--- config.mk ---
export PLATFORM = sky130hd
export DESIGN_NAME = div_share_arbiter
export DESIGN_NICKNAME = d
export VERILOG_FILES = /design/src/rtl/div_share_arbiter.sv
export SDC_FILE = /design/constraint.sdc
export NUM_CORES = 1
export LEC_CHECK = 0
export ABC_CLOCK_PERIOD_IN_PS = 2300
export CAP_MARGIN = 10
export CORE_MARGIN = 2
export CORE_UTILIZATION = 38
export CTS_BUF_LIST = sky130_fd_sc_hd__clkbuf_4
export DETAILED_ROUTE_END_ITERATION = 6
export PLACE_DENSITY_LB_ADDON = 0.25
export SLEW_MARGIN = 20
export SYNTH_ARGS = -nofsm -noshare
export SYNTH_HDL_FRONTEND = slang
export SYNTH_SLANG_ARGS = --single-unit
--- constraint.sdc ---
create_clock -name i_clk -period 2.3 [get_ports i_clk]
set_input_delay 0.46 -clock i_clk [delete_from_list [all_inputs] [get_ports i_clk]]
set_output_delay 0.46 -clock i_clk [all_outputs]
set_load 0.005 [all_outputs]
--- src/rtl/div_share_arbiter.sv ---
// div_share_arbiter: round-robin share of one iterative divider between K_NREQ requesters.
// Ports: i_clk/i_rst (sync, active-high); i_req_valid/o_req_ready request handshake;
// i_req_x/i_req_y packed operands; o_done one-hot completion pulse; o_q/o_r/o_dbz/o_err result
// of last op; o_div_start/o_div_x/o_div_y to divider; i_div_busy/valid/dbz/q/r from divider.
module div_share_arbiter #(
    parameter int K_NREQ    = 3,
    parameter int K_WIDTH   = 8,
    parameter int K_TIMEOUT = 64
) (
    input  logic                        i_clk,
    input  logic                        i_rst,
    input  logic [K_NREQ-1:0]           i_req_valid,
    output logic [K_NREQ-1:0]           o_req_ready,
    input  logic [K_NREQ*K_WIDTH-1:0]   i_req_x,
    input  logic [K_NREQ*K_WIDTH-1:0]   i_req_y,
    output logic [K_NREQ-1:0]           o_done,
    output logic [K_WIDTH-1:0]          o_q,
    output logic [K_WIDTH-1:0]          o_r,
    output logic                        o_dbz,
    output logic                        o_err,
    output logic                        o_div_start,
    output logic [K_WIDTH-1:0]          o_div_x,
    output logic [K_WIDTH-1:0]          o_div_y,
    input  logic                        i_div_busy,
    input  logic                        i_div_valid,
    input  logic                        i_div_dbz,
    input  logic [K_WIDTH-1:0]          i_div_q,
    input  logic [K_WIDTH-1:0]          i_div_r
);
    localparam int PW = $clog2(K_NREQ);
    localparam int CW = $clog2(K_TIMEOUT);
    typedef enum logic [1:0] {IDLE, ISSUE, WAIT, RESP} state_t;
    state_t state, state_n;
    logic [PW-1:0] last, owner, winner, idx;
    logic [CW-1:0] cnt;
    logic found;
    logic finish;
    // search starts just past the last winner so a held request is served within K_NREQ ops
    always_comb begin
        found = 1'b0;
        winner = '0;
        idx = '0;
        for (int i = 1; i <= K_NREQ; i++) begin
            idx = PW'((int'(last) + i) % K_NREQ);
            if (!found && i_req_valid[idx]) begin
                found = 1'b1;
                winner = idx;
            end
        end
    end
    // WAIT ends on a divider result or when the timeout budget is used up
    assign finish = i_div_valid || cnt == CW'(K_TIMEOUT - 1);
    always_comb begin
        state_n = state;
        o_req_ready = '0;
        o_div_start = 1'b0;
        case (state)
            IDLE: begin
                o_req_ready = found ? K_NREQ'(1) << winner : '0;
                state_n = found ? ISSUE : IDLE;
            end
            ISSUE: begin
                o_div_start = !i_div_busy;
                state_n = i_div_busy ? ISSUE : WAIT;
            end
            WAIT: state_n = finish ? RESP : WAIT;
            default: state_n = IDLE;
        endcase
    end
    always_ff @(posedge i_clk) begin
        if (i_rst) begin
            state <= IDLE;
            last <= PW'(K_NREQ - 1);
            owner <= '0;
            cnt <= '0;
            o_div_x <= '0;
            o_div_y <= '0;
            o_q <= '0;
            o_r <= '0;
            o_dbz <= 1'b0;
            o_err <= 1'b0;
            o_done <= '0;
        end else begin
            state <= state_n;
            o_done <= '0;
            if (state == IDLE && found) begin
                o_div_x <= i_req_x[int'(winner)*K_WIDTH +: K_WIDTH];
                o_div_y <= i_req_y[int'(winner)*K_WIDTH +: K_WIDTH];
                owner <= winner;
                last <= winner;
            end
            if (state == ISSUE)
                cnt <= '0;
            if (state == WAIT) begin
                cnt <= cnt + 1'b1;
                if (finish) begin
                    // a timeout reports zero results with o_err set
                    o_q <= i_div_valid ? i_div_q : '0;
                    o_r <= i_div_valid ? i_div_r : '0;
                    o_dbz <= i_div_valid && i_div_dbz;
                    o_err <= !i_div_valid;
                    o_done <= K_NREQ'(1) << owner;
                end
            end
        end
    end
endmodule

==> metrics <==
status=complete, but fails checks; failing checks=setup timing; RePlAce Congestion=0.8414; DRT antenna net count=0; full die area=6974 um^2; mean area per synthesized cell=between 8 and 9 um^2; post-layout minimum cycle time=roughly 2600 ps; CTS root buffer=clkbuf_4; Worst setup SP type=flip-flop; Leak=approximately 1.6 nW; top_reg_cell synth=dfxtp_1; Final Cycle Share=1.125; Hold Crit Start=o_q[2]; Final HPWL DP=5.187 mm; CTS buffer count=5; register area share after synthesis=0.4000; pins over their slew limit=0; Post-Syn Area=2402 um^2; hold path endpoint=o_q[2]; largest area contributor in the netlist=dfxtp_1; TNS Setup=-1528 ps; worst-case clock skew=7.798 ps; # nets final=491; main area contributors after synthesis=dfxtp_1 40%, mux2i_1 8.3%, nand2_1 7.0%, o221ai_2 6.3%, ha_1 4.7%; Yosys Warn Count=0; RSZ-0062 raised after global routing=yes; setup ws final=-287.1 ps; top-count cell post-synth=dfxtp_1; number of synthesized register bits=48; largest net degree at the start of global routing=25; first-pass GRT wire length=11.54 mm; initial antenna violation count=0; Fillers=487; DP Worst Slack=-558.8 ps; Req. time, crit path=between 1500 and 2000 ps; Inserted Diodes=0; Util after Layout=0.6688; Worst Tran Pin Value=646.3 ps; Synth cell types=39; Final setup viols=19; die width=83.51 um; Synth top area share=0.4000; Crit Path Max Fanout=7; cell count after synthesis=~270; PortBufs=112; clock transition at the registers of the reported paths=130 ps; layout cells sized above 1=0.1971; Worst Hold Depth=2; achievable clock frequency=approximately 390 MHz; Site Rows=28; WP data arrival=about 2100 ps; reg2reg path depth=10; Core Area=~6000 um^2; CTS tree=yes; worst hold-check path type=reg2reg; peak supply drop=around 0.47 mV; DR WL/cell=between 10 and 15 um; Starting Density=0.3987; Net Count, Synth=355; # hold bufs at CTS=0; Via-to-Cell Ratio=4.992; EDFF count, synth=0; IO Pins=113; clock tree sinks=48; R2R Path End=o_div_y[0]; pwr dens=979.0 nW/um^2; vias=around 2,400; worst reg-to-reg setup slack=-60 ps; area grow syn2layout=67.76%; vias in the first global route=around 2,400; Fin. Hold Viols=0; Post-synth ARST share=0; Slew HR=0.5672; DR pass1 iterations=4; DRC Markers=0; GRT Residual Overflow=0; Clk Latency, worst-skew pair=350 ps; Die H=83.51 um; synth cell count leaders=48 x dfxtp_1, 45 x nand2_1, 25 x inv_1; clk buf depth=2; Post-Route WL=7.185 mm; CTS H-tree lvls=2; RR Startpoint=last[1]; total track usage=0.2013; Initial DRC Count=84; CP endpoint kind=primary output; Crit Path Class=reg2out; MaxCap Viol Count=0
==> area by class of cell <==
cell class | count | area (um^2) | share of cell area
clock buffers | 6 | 45.04 | 0.01118
clock inverters | 2 | 11.26 | 0.002794
inverters | 25 | 93.84 | 0.02328
multi-input cells | 186 | 1376 | 0.3415
flip-flops and latches | 48 | 965.9 | 0.2397
well taps | 75 | 93.84 | 0.02328
repair buffers | 144 | 1444 | 0.3583
==> worst max-delay path, cell delays in order, from the launching register on <==
cell and delay (ps):
dfxtp_2 360, buf_12 120, ha_4 310, nor2b_2 50
o32ai_2 270, a22oi_2 130, o211ai_1 210, buf_4 160
nor2b_2 40, buf_2 120
==> power by group <==
part           leakage (nW)  internal, mW  switching [mW]
Sequential            0.392         0.981          0.0867
Combinational          1.17          1.41            1.08
Clock                0.0293         0.129           0.256
Total                  1.59          2.52            1.43
==> cells in the final DEF, fill, tap and decap left out, types with 6 or more instances in the layout <==
| master | n |
|---|---|
| clkdlybuf4s50_1 | 109 |
| dfxtp_1 | 46 |
| nand2_1 | 44 |
| buf_4 | 24 |
| inv_1 | 23 |
| a21oi_1 | 21 |
| mux2i_1 | 20 |
| nand3_1 | 20 |
| o221ai_2 | 16 |
| nor2_1 | 9 |
| ha_1 | 6 |
| clkbuf_4 | 6 |
==> layer usage <==
layer	vias up	share of wire	GRT usage	wire, um
met5	-	0	0	0
met2	94	0.49	0.3644	3502
met3	11	0.080	0.06726	577
li1	1218	-	-	-
met4	0	0.014	0.04692	102
met1	1103	0.42	0.2287	3003
==> what timing repair did <==
item | in CTS | in global routing
cloned | 2 | 0
buffers inserted | 10 | 1
resized for setup | 33 | 8
endpoints found under the setup margin | 19 | 19
pin swaps | 11 | 5
==> cell families after synthesis <==
family	Yosys count	synth area share
AND/OR/NAND/NOR	100	0.1927
AO/OA/AOI/OAI	53	0.1823
flip-flops	48	0.4000
buffers and inverters	40	0.07760
multiplexers	21	0.08958
adder cells (fa/ha/maj)	9	0.04688
XOR/XNOR	3	0.01094
==> through the flow <==
stage | instances | hold slack (ps) | power, mW | instance area [um^2]
finish | 486 | 478.3 | 3.946 | 4030
global route | 486 | 497.2 | 4.210 | 4030
CTS | 485 | 480.5 | 3.871 | 3991
detailed placement | 466 | 451.8 | 3.115 | 3722
global placement | 466 | 442.9 | 3.063 | 3722
floorplan | 274 | 429.7 | 2.319 | 2429
==> worst max-delay path by stage <==
stage | from | endpoint | slack, ps | cells past startpoint
6_report | last[1] | o_req_ready[1] | -290 | 9
5_1_grt | last[1] | o_req_ready[1] | -410 | 9
3_3_place_gp | i_req_valid[1] | o_req_ready[1] | -540 | 7
2_1_floorplan | last[0] | o_req_ready[1] | 7 | 9
3_5_place_dp | i_req_valid[0] | o_req_ready[1] | -560 | 7
4_1_cts | last[1] | o_req_ready[1] | -310 | 9
==> registers in the layout, summed over array words and instances, names as in the netlist <==
signal,count
o_div_x,8
state,2
last,2
o_div_y,8
o_err,1
owner,1
o_q,8
o_r,8
o_done,3
cnt,6
o_dbz,1
Power figures use the tool's default switching activity.
